===== src/rtl/ex_hazard_forward_unit_pkg.sv =====
// Shared constants for the EX-stage forwarding and load-use stall logic.
// Holds the forward select encoding and the stall FSM state encoding.
package ex_hazard_forward_unit_pkg;

    localparam int REG_ADDR_W_DEF = 5;

    localparam logic [1:0] FWD_REG   = 2'b00;
    localparam logic [1:0] FWD_EXMEM = 2'b10;
    localparam logic [1:0] FWD_MEMWB = 2'b01;

    typedef enum logic {
        ST_RUN   = 1'b0,
        ST_STALL = 1'b1
    } hz_state_t;

endpackage


===== src/rtl/ex_hazard_forward_unit_fwd_sel_cmp.sv =====
// Forward select comparator for one ALU operand.
// EX/MEM wins over MEM/WB; register 0 never forwards.
module fwd_sel_cmp
    import ex_hazard_forward_unit_pkg::*;
#(
    parameter int REG_ADDR_W = REG_ADDR_W_DEF
) (
    input  logic [REG_ADDR_W-1:0] src,
    input  logic [REG_ADDR_W-1:0] mem_rd,
    input  logic                  mem_wr,
    input  logic [REG_ADDR_W-1:0] wb_rd,
    input  logic                  wb_wr,
    input  logic                  valid,
    output logic [1:0]            code
);

    logic mem_hit;
    logic wb_hit;

    assign mem_hit = valid & mem_wr & (mem_rd != '0) & (mem_rd == src);
    assign wb_hit  = valid & wb_wr & (wb_rd != '0) & (wb_rd == src)
                   & ~mem_hit;

    always_comb begin
        code = FWD_REG;
        unique case (1'b1)
            mem_hit: code = FWD_EXMEM;
            wb_hit:  code = FWD_MEMWB;
            default: code = FWD_REG;
        endcase
    end

endmodule


===== src/rtl/ex_hazard_forward_unit.sv =====
// EX-stage forward selects plus one-bubble load-use stall FSM.
// Define FWD_STATS_EN to build the stall/forward statistics counters.
module ex_hazard_forward_unit
    import ex_hazard_forward_unit_pkg::*;
#(
    parameter int REG_ADDR_W = REG_ADDR_W_DEF,
    parameter int STAT_W     = 16
) (
    input  logic                  clk,
    input  logic                  rst_n,
    input  logic                  pipe_hold,
    input  logic                  branch_flush,
    input  logic                  id_valid,
    input  logic [REG_ADDR_W-1:0] id_rs,
    input  logic [REG_ADDR_W-1:0] id_rt,
    input  logic                  ex_valid,
    input  logic [REG_ADDR_W-1:0] ex_rs,
    input  logic [REG_ADDR_W-1:0] ex_rt,
    input  logic [REG_ADDR_W-1:0] ex_rd,
    input  logic                  ex_reg_write,
    input  logic                  ex_mem_read,
    output logic [1:0]            forward_a,
    output logic [1:0]            forward_b,
    output logic                  stall,
    output logic                  id_ex_bubble,
    output logic [STAT_W-1:0]     stall_cnt,
    output logic [STAT_W-1:0]     fwd_cnt,
    input  logic                  stat_clr
);

    logic [REG_ADDR_W-1:0] mem_rd;
    logic                  mem_wr;
    logic                  mem_ld;
    logic [REG_ADDR_W-1:0] wb_rd;
    logic                  wb_wr;
    hz_state_t             state;
    hz_state_t             state_n;
    logic                  hazard;
    logic                  stall_c;
    logic                  bubble_c;

    always_ff @(posedge clk or negedge rst_n) begin
        if (!rst_n) begin
            mem_rd <= '0;
            mem_wr <= 1'b0;
            mem_ld <= 1'b0;
            wb_rd  <= '0;
            wb_wr  <= 1'b0;
        end else if (!pipe_hold) begin
            mem_rd <= ex_rd;
            mem_wr <= ex_valid & ex_reg_write;
            mem_ld <= ex_valid & ex_mem_read;
            wb_rd  <= mem_rd;
            wb_wr  <= mem_wr;
        end
    end

    // Load flag travels with the tag for waveform debug only.
    logic unused_mem_ld;
    assign unused_mem_ld = mem_ld;

    fwd_sel_cmp #(.REG_ADDR_W(REG_ADDR_W)) u_cmp_a (
        .src    (ex_rs),
        .mem_rd (mem_rd),
        .mem_wr (mem_wr),
        .wb_rd  (wb_rd),
        .wb_wr  (wb_wr),
        .valid  (ex_valid),
        .code   (forward_a)
    );

    fwd_sel_cmp #(.REG_ADDR_W(REG_ADDR_W)) u_cmp_b (
        .src    (ex_rt),
        .mem_rd (mem_rd),
        .mem_wr (mem_wr),
        .wb_rd  (wb_rd),
        .wb_wr  (wb_wr),
        .valid  (ex_valid),
        .code   (forward_b)
    );

    assign hazard = ex_valid & ex_mem_read & (ex_rd != '0) & id_valid
                  & ((ex_rd == id_rs) | (ex_rd == id_rt));

    always_ff @(posedge clk or negedge rst_n) begin
        if (!rst_n) state <= ST_RUN;
        else        state <= state_n;
    end

    always_comb begin
        state_n  = state;
        stall_c  = 1'b0;
        bubble_c = 1'b0;
        if (!pipe_hold) begin
            if (branch_flush) begin
                bubble_c = 1'b1;
                state_n  = ST_RUN;
            end else begin
                unique case (state)
                    ST_RUN: begin
                        if (hazard) begin
                            stall_c  = 1'b1;
                            bubble_c = 1'b1;
                            state_n  = ST_STALL;
                        end
                    end
                    ST_STALL: state_n = ST_RUN;
                    default:  state_n = ST_RUN;
                endcase
            end
        end
    end

    // Reset must drop the stall request without waiting for a clock.
    assign stall        = stall_c & rst_n;
    assign id_ex_bubble = bubble_c & rst_n;

`ifdef FWD_STATS_EN
    logic fwd_any;
    assign fwd_any = (forward_a != FWD_REG) | (forward_b != FWD_REG);

    always_ff @(posedge clk or negedge rst_n) begin
        if (!rst_n) begin
            stall_cnt <= '0;
            fwd_cnt   <= '0;
        end else if (stat_clr) begin
            stall_cnt <= '0;
            fwd_cnt   <= '0;
        end else if (!pipe_hold) begin
            if (stall && (stall_cnt != '1)) stall_cnt <= stall_cnt + 1'b1;
            if (fwd_any && (fwd_cnt != '1)) fwd_cnt <= fwd_cnt + 1'b1;
        end
    end
`else
    logic unused_stat_clr;
    assign unused_stat_clr = stat_clr;
    assign stall_cnt       = '0;
    assign fwd_cnt         = '0;
`endif

endmodule


===== config.mk =====
export PLATFORM = sky130hd
export DESIGN_NAME = ex_hazard_forward_unit
export DESIGN_NICKNAME = d
export VERILOG_FILES = /design/src/rtl/ex_hazard_forward_unit_pkg.sv /design/src/rtl/ex_hazard_forward_unit_fwd_sel_cmp.sv /design/src/rtl/ex_hazard_forward_unit.sv
export SDC_FILE = /design/constraint.sdc
export NUM_CORES = 1
export LEC_CHECK = 0
export CAP_MARGIN = 20
export CORE_MARGIN = 5
export CORE_UTILIZATION = 40
export DETAILED_ROUTE_END_ITERATION = 6
export HOLD_SLACK_MARGIN = 0.03
export PLACE_DENSITY = 0.86
export SYNTH_ARGS = -nofsm -noshare
export SYNTH_HDL_FRONTEND = slang
export SYNTH_SLANG_ARGS = --single-unit

===== constraint.sdc =====
create_clock -name clk -period 3.3 [get_ports clk]
set_clock_uncertainty 0.15 [all_clocks]
set_input_delay 0.495 -clock clk [delete_from_list [all_inputs] [get_ports clk]]
set_output_delay 0.495 -clock clk [all_outputs]
set_load 0.02 [all_outputs]

==> key figures <==
Critical path
  – Critical Path RT: 2.65 ns
  – Reg-to-Reg End: state
  – Critical path class: reg2out
  – Reg2reg setup slack: 2.07 ns
  – Worst r2r src: state
  – Crit path capture type: output port
  – Worst setup startpoint: mem_rd[0]
  – Critical path launch point type: flop
  – CP Max Fanout: 5
  – Crit path DAT: 2.48 ns
  – Register-to-Register Path Depth: 4

Layout
  – Core Util, Final: 54.21%
  – Layout Cells excl Fill: 195
  – Share of layout cells above drive strength 1: about an eighth
  – Area occupied by multi-input gates: 709.4 µm²
  – Reg area: 325.3 µm²
  – Area growth, synth to finish: 29.29%
  – Fill cells: 247
  – Antenna Cells: 0
  – Commonest cells after routing, fill and taps aside: clkdlybuf4s50_1, conb_1, xor2_1
  – Final nets: 199
  – Fin area: between 1500 and 2000 µm²
  – Most common cell after layout, fill and taps aside: clkdlybuf4s50_1

Placement
  – DP Worst Slack: 0.1407 ns
  – Post-DP HPWL: 2.290 mm
  – Placed cell count: 191
  – Number of buffers added on ports: 38
  – Placed inst area: about 1500 µm²
  – Routability cong.: about 0.9

STA
  – Fin crit share: 94.73%
  – Final setup vio count: 0
  – Hold Vio Cnt, Final: 0
  – Setup TNS: 0 ns
  – Final setup margin: around 0.17 ns
  – Final Max Tran Viols: 0
  – FMAX: 319.9 MHz
  – RSZ-0062 raised after global routing: false
  – Final min period: ~3.1 ns

Global route
  – Met3 Usage GRT: a little under 3%
  – Initial antenna violation count: 0
  – First-pass GRT wire length: 4.560 mm
  – Vias in the first global route: 992
  – Total track usage: a little over an eighth
  – Global routing's busiest layer: met2
  – Met1 Use GR: between 10% and 20%
  – Largest net degree at the start of global routing: 16
  – Global route total overflow: 0
  – Met2 Use GR: between 20% and 30%

CTS
  – CTS tree: done
  – Clock latency on the worst-skew pair: 0.27 ns
  – Clock Path Buffers: 2
  – Number of buffers created by CTS: 3
  – Clock-pin slew on the worst setup and hold paths: approximately 0.080 ns
  – H-tree levels: 1
  – Clock sinks: 13
  – Root buffer cell: clkbuf_4
  – Number of buffers inserted by hold repair at cts: 0

Logic synthesis
  – Syn Area/Cell: 9.558 µm²
  – Syn Inst Count: approximately 120
  – Post-synthesis sequential area ratio: 27.90%
  – Synth Register Bits: 13
  – Post-synth cell types: 22
  – Post-synthesis async set-or-reset flop share: 100.0%
  – Yosys Warn Count: 0
  – Cell area after synthesis: 1166 µm²
  – Main synth FF type: dfrtp_1
  – EDFF count, synth: 0

Die
  – I/O pins: 72
  – Die ar.: 4095 µm²
  – Die W: 64.00 µm
  – Row cnt: 19
  – Initial Util: 41.93%
  – Total core area: roughly 2800 µm²
  – Die height: 64.00 µm

Route
  – Final Routed Wirelength: 2.693 mm
  – Drt first pass iters: 4
  – Via count: 911
  – WL/cell: 13.81 µm
  – Detail-routed via count per cell: approximately 4.7
  – Antenna Nets Post-Route: 0
  – Post-route DRC: 0
  – DR iter-0 viols: 17

Power
  – Lkg Pwr: 0.6731 nW
  – Worst vdd ir: 0.2282 mV
  – PwrDens: a little over 300 nW/µm²

Outcome
  – Status: finished, final reports clean

Min path
  – Hold path endpoint: state
  – Hold depth: 2
  – Hold Path Origin: state
  – Hold Crit Class: reg2reg

Run
  – Max_cap viols: 0
==> sequential cells by signal (all words and copies together), names as in the netlist <==
name	flops
state	1
wb_wr	1
mem_rd	5
wb_rd	5
mem_wr	1
==> synthesized netlist by cell type, types with 2 or more instances <==
cell      number  area share (%)
mux2_2        11              11
clkbuf_1       2            0.64
dfrtp_1       13              28
nor4_2         2             2.1
buf_4         32              21
or4_1          4             2.6
xnor2_1        6             4.5
nand2_1        6             1.9
nor2_1         4             1.3
nor3_1         3             1.3
o21ai_0        3             1.3
nand3_1        2            0.86
xor2_1        24              18
nor4_1         2             1.1
==> critical path, stage by stage (launching register included) <==
cell and delay [ns]:
dfrtp_1 0.45, or4_1 0.56, o211ai_2 0.20, nor4_1 0.11
nor4_2 0.25, clkdlybuf4s50_1 0.64
==> routing by layer <==
metal  vias to the layer above  wire (µm)
li1                        430          -
met1                       430       1028
met2                        45       1396
met3                         6        221
met4                         0         47
met5                         -          0
==> timing repair <==
item	in CTS	in global routing
gates resized for setup	0	2
setup endpoints to repair	0	2
buffers inserted	0	0
==> area by class of cell <==
class,count,area share [%]
flip-flops and latches,13,21.58
repair buffers,41,27.05
clock buffers,4,1.743
multi-input cells,106,47.05
well taps,31,2.573
==> power by group <==
| part | internal [mW] | switching, mW | total (mW) | leakage (nW) |
|---|---|---|---|---|
| clock | 0.0468 | 0.0506 | 0.0975 | 0.0150 |
| combinational | 0.0818 | 0.0828 | 0.165 | 0.501 |
| sequential | 0.177 | 0.0265 | 0.203 | 0.157 |
| total | 0.305 | 0.160 | 0.465 | 0.673 |
==> logic make-up after synthesis <==
kind of cell              after synthesis  synth area share, %
xor gates and xnor gates               30                22.53
muxes                                  11                10.62
AOI/OAI and AO/OA                       7                4.077
buffers and inverters                  34                21.24
and+or+nand+nor                        26                13.30
other                                   1               0.3216
DFF                                    13                27.90
==> worst max path at each step <==
stage,slack [ns],end
after global routing,0.02,forward_a[0]
final,0.17,forward_a[0]
after global placement,0.21,forward_b[0]
after detailed placement,0.14,forward_b[0]
after floorplan,0.86,forward_a[0]
after CTS,0.09,forward_b[0]
==> metrics by stage <==
| stage | total power, mW | hold WS (ns) |
|---|---|---|
| floorplan | 0.3270 | 0.04941 |
| global placement | 0.3621 | 0.3127 |
| detailed placement | 0.3707 | 0.3279 |
| global route | 0.4967 | 0.3944 |
| finish | 0.4654 | 0.3445 |
| CTS | 0.4688 | 0.3492 |
Note: power is estimated with default switching activity, not from simulation.
==> edit 1 (same settings) <==
`REG_ADDR_W_DEF`: 5 -> 4.
--- a/src/rtl/ex_hazard_forward_unit_pkg.sv
+++ b/src/rtl/ex_hazard_forward_unit_pkg.sv
@@ -3,5 +3,5 @@
 package ex_hazard_forward_unit_pkg;
 
-    localparam int REG_ADDR_W_DEF = 5;
+    localparam int REG_ADDR_W_DEF = 4;
 
     localparam logic [1:0] FWD_REG   = 2'b00;
Interface: changed (5 resized); port bits go from 72 to 67. The function was not compared with the original's and may differ.
==> edit 1 against the original RTL <==
Clock power down 13%. First-iteration DRC count fell by 76%. Count of clock-buffer cells in the layout unchanged. Critical path type is now in -> out. Cell area decreased by 15%. Global-route usage decreased by 1.7 points. Power decreased by 13%. Synthesized area down 14%. Final cell count is 12% lower. Wire length decreased by 23%. Highest routed layer unchanged. Setup slack gained 0.019 ns. Largest cell class unchanged. Non-clock buffer count down 6. Sequential cell count fell by 2.
==> edit 1: results (changes against the original RTL) <==
* Maximum number of pins on one net before global-route repair at 14 (-2)
* Vias per inst at 4.51 (-3.6%)
* DP Area at 0.00125 mm^2 (-15%)
* Clock Pin Slew Worst Setup and Hold Paths at 0.06 ns (-0.02 ns)
* Met2 WL at 978 um (-30%)
* DP Cell Count at 168 (-12%)
* Post-Place Setup Slack at 0.148 ns (+0.00779 ns)
* Synth Area in Compound Gates at 2.25% (-1.8 points)
* Multiplexer share of the synthesized area at 10.1% (-0.50 points)
* Top Registers: mem_rd (4), wb_rd (4)
* Met3 WL post-DR at 341 um (+54%)
* Routed vias at 775 (-15%)
* Most common library cells after synthesis: buf_4 (32), xnor2_1 (16), dfrtp_1 (11)
* Global Route Usage Sum at 11.9% (-1.7 points)
* DR WL/cell at 12.1 um (-12%)
* Clock Latency Late Sink at 0.25 ns (-0.02 ns)
* Total CTS buffers at 3 (unchanged)
* Port buffer count at 33 (-13%)
* Syn avg cell area at 9.53 um^2 (-0.27%)
* Worst hold path depth at 2 (unchanged)
* P_leak at 0.524 nW (-22%)
* Number of global-route vias before repair at 746 (-25%)
* CP max FO at 4 (-1)
* RD Place Congestion at 0.736 (-16%)
* First DRT Iteration DRCs at 4 (-13)
* CP Data Arrival Time at 2.46 ns (-0.02 ns)
* Sequential area share after synthesis at 27.5% (-0.40 points)
* R2r setup slk at 2.05 ns (-0.02 ns)
* Ys async rst share at 100% (unchanged)
* Fill count at 232 (-6.1%)
* Cell variety after synth at 23 (+4.5%)
* Ant. Diodes at 0 (unchanged)
* Psw at 133 uW (-17%)
* Share of cells above drive strength 1 at 12.7% (+0.48 points)
* Top Layer Used: met4
* Global-route wire length before repair at 3160 um (-31%)
* Outcome: finished clean
* Post-Synth Adder-Cell Area at 0% (unchanged)
* Hpwl dp at 1910 um (-17%)
* Worst hold slack at 0.318 ns (-0.0264 ns)
* Worst vdd ir at 0.189 mV (-17%)
* Fmax at 0.322 GHz (+0.60%)
* Router iterations before antenna repair at 2 (-2)
* Synth area leaders: dfrtp_1 (28%), buf_4 (24%), xnor2_1 (14%), mux2_2 (10%), xor2_1 (7.0%)
* Hold Path Class: reg -> reg
* Met1 Routed Length at 689 um (-33%)
* Xor/xnor share of the synthesized area at 21.0% (-1.5 points)
==> edit 1: changes by cell type in the layout (fill, tap and decap cells not counted), sizes merged, moves of 2 or more <==
cell and delta:
mux2 -2, dfrtp -2, o211ai -2, or4 -2
xor2 -16, xnor2 +10, clkdlybuf4s50 -3, dlymetal6s2s -2
nand2 -3, nand4 +4
==> edit 1: critical path, delay by kind of cell <==
family	cells	cell delay [ns]
xor+xnor	1	0.19
simple gates	2	0.45
buf+inv	2	1.13
compound gates	1	0.19
==> edit 1: power groups by stage <==
stage | clock (mW) | combinational, mW | sequential (mW)
3_3_place_gp | 0 | 0.142 | 0.171
2_1_floorplan | 0 | 0.122 | 0.166
6_report | 0.0846 | 0.148 | 0.170
3_5_place_dp | 0 | 0.148 | 0.173
5_1_grt | 0.0962 | 0.160 | 0.174
4_1_cts | 0.0896 | 0.148 | 0.170
==> edit 1: how the worst max path moves through the flow <==
stage / start / to
after floorplan: ex_rd[1] / stall
after global placement: ex_rd[0] / stall
after detailed placement: ex_rd[0] / stall
after CTS: ex_rd[1] / stall
after global routing: ex_rd[0] / stall
final: ex_rd[1] / stall
==> edit 1: per-layer routing <==
metal | vias up | global-route usage [%]
met5 | - | 0
met4 | 0 | 8.23
met3 | 8 | 3.67
met2 | 63 | 20.1
met1 | 340 | 12.5
li1 | 364 | -
==> edit 1: final cells by class <==
| class | count | area, um^2 | share of cell area [%] |
|---|---|---|---|
| Multi-Input combinational cell | 91 | 593 | 46.3 |
| Timing Repair Buffer | 35 | 345 | 27.0 |
| Clock buffer | 4 | 26.3 | 2.05 |
| Sequential cell | 11 | 275 | 21.5 |
| Tap cell | 30 | 37.5 | 2.93 |
| Inverter | 1 | 3.75 | 0.293 |
==> edit 2 (same flow settings) <==
Without the edit above. Build with the macro `FWD_STATS_EN` defined.
--- a/src/rtl/ex_hazard_forward_unit.sv
+++ b/src/rtl/ex_hazard_forward_unit.sv
@@ -1,4 +1,6 @@
 // EX-stage forward selects plus one-bubble load-use stall FSM.
 // Define FWD_STATS_EN to build the stall/forward statistics counters.
+`define FWD_STATS_EN
+
 module ex_hazard_forward_unit
     import ex_hazard_forward_unit_pkg::*;
Check against the original RTL: not equivalent (a bounded check fails within 4 cycles, from zero or initial values and one cycle with rst_n low).
==> edit 2 against the original RTL <==
Critical path type unchanged. Final cell count increased by 130%. Die area grew 110%. Synthesized area is 140% higher. Sequential cell count is 32 higher. Combinational power increased by 2%. Cell area increased by 140%. Sequential power increased to 2.9 times the old value. Fmax is 2.2% lower. Power grew 130%. Wire length rose to 2.6 times the old value. Setup slack got worse by 0.071 ns.
==> edit 2: results (changes against the original RTL) <==
* Worst hold slack at 0.341 ns (-0.00351 ns)
* Worst reg2reg path depth at 8 (+4)
* Cell variety after synth at 39 (+77%)
* Postcts setup bufs at 0 (unchanged)
* Share of cells above drive strength 1 at 11.7% (-0.49 points)
* Synth area leaders: dfrtp_1 (41%), mux2_2 (7.3%), xnor2_1 (5.7%), a21oi_1 (4.2%), xor2_1 (4.1%)
* First DRT Iteration DRCs at 86 (+69)
* Ant. Diodes at 0 (unchanged)
* Sequential area share after synthesis at 40.8% (+13 points)
* Hpwl dp at 5430 um (+140%)
* Yosys top cell area share at 40.8% (+13 points)
* H-tree levels at 2 (+1)
* R2r setup slk at 0.60 ns (-1.47 ns)
* Port buffer count at 71 (+87%)
* Nets at 411 (+110%)
* Syn Nets at 333
* Hold Path End: state$_DFFE_PN0N_
* RD Place Congestion at 0.858 (-2.2%)
* Cell accounting for the most synthesized area: dfrtp_1
* Hold Path Class: reg -> reg
* Worst vdd ir at 0.183 mV (-20%)
* Global-route wire length before repair at 11,800 um (+160%)
* CP max FO at 5 (unchanged)
* R2r startpoint: mem_rd[0]$_DFFE_PN0N_
* DP Area at 0.00358 mm^2 (+140%)
* Worst-Margin Slew at approximately 0.51 ns
* Ys async rst share at 100% (unchanged)
* Outcome: finished clean
* Total CTS buffers at 5 (+2)
* Clock Pin Slew Worst Setup and Hold Paths at 0.08 ns (about the same)
* Root buffer cell: clkbuf_8
* Clock Latency Late Sink at 0.29 ns (+0.02 ns)
* Antenna violations before repair at 0 (unchanged)
* DRT Wirelength at 7080 um (+160%)
* Vias per inst at 5.60 (+20%)
* YS warnings at 0 (unchanged)
* Most common library cells after synthesis: dfrtp_1 (45), a21oi_1 (23), nand2_1 (23)
* Most common cell after layout, fill and taps aside: clkdlybuf4s50_1
* Number of global-route vias before repair at 2,536 (+160%)
* Hold Startpoint: state$_DFFE_PN0N_
* Top Registers: fwd_cnt (16), stall_cnt (16)
* Reg-to-reg endpoint: fwd_cnt[11]$_DFFE_PN0P_
* P_leak at 1.42 nW (+110%)
* Maximum number of pins on one net before global-route repair at 32 (+16)
* Global Route Usage Sum at 16.7% (+3.1 points)
[edit 2: what timing repair did]
item / in CTS / in global routing
setup endpoints to repair: 0 / 1
gates resized for setup: 0 / 1
hold buffers: 1 / 0
endpoints found under the hold margin: 2 / 0
[edit 2: power breakdown]
part           switching [mW]  internal (mW)  leakage (nW)  total (mW)
Clock                   0.178          0.147        0.0450       0.325
Combinational          0.0745         0.0942         0.772       0.169
Sequential             0.0264          0.569         0.604       0.595
[edit 2: logic make-up (layout without fill, tap and decap cells)]
logic type	Yosys count	in the layout	synth area share, %
simple gates	127	127	25.5
compound gates	53	53	11.9
flops	45	45	40.8
xor+xnor	31	31	9.84
buf+inv	20	99	3.40
mux	19	19	7.71
fa+ha+maj	2	2	0.906
[edit 2: layer usage]
metal,wire (um),GRT usage [%],up-vias
met2,3480,28.0,73
li1,-,-,1238
met4,82,5.01,0
met5,0,0,-
met1,3120,21.1,1235
met3,385,4.26,8
[edit 2: final cells by class]
| type | instances | area [um^2] |
|---|---|---|
| clock buffers | 6 | 72.6 |
| clock inverters | 2 | 10.0 |
| fillers | 615 | 3080 |
| inverters | 8 | 30.0 |
| multi-input cells | 232 | 1540 |
| flip-flops and latches | 45 | 1130 |
| well taps | 80 | 100 |
| repair buffers | 83 | 801 |
[edit 2: worst max-delay path by stage]
stage	depth (start not counted)	start	end	slack, ns
floorplan	6	mem_rd[3]$_DFFE_PN0N_	fwd_cnt[11]$_DFFE_PN0P_	0.52
global placement	7	ex_rd[4]	id_ex_bubble	0.21
detailed placement	5	ex_rt[1]	forward_b[1]	0.16
CTS	6	mem_rd[0]$_DFFE_PN0N_	forward_a[0]	0.09
global route	6	mem_rd[0]$_DFFE_PN0N_	forward_a[0]	0.008
finish	6	mem_rd[0]$_DFFE_PN0N_	forward_a[0]	0.10
[edit 2: metrics by stage]
step	worst slack, ns	util [%]	power [mW]	instances
final	0.103	54.5	1.09	456
after global routing	0.00838	54.5	1.15	456
after CTS	0.0907	54.4	1.10	456
after detailed placement	0.158	53.1	0.775	447
after global placement	0.208	53.1	0.770	447
after floorplan	0.524	-	0.687	297
[edit 2: critical path: stages (launching register included)]
cell and delay [ns]:
dfrtp_1 0.46, or4_1 0.56, o211ai_2 0.20, nor4_1 0.10
buf_4 0.15, and2b_1 0.19, clkdlybuf4s50_1 0.60
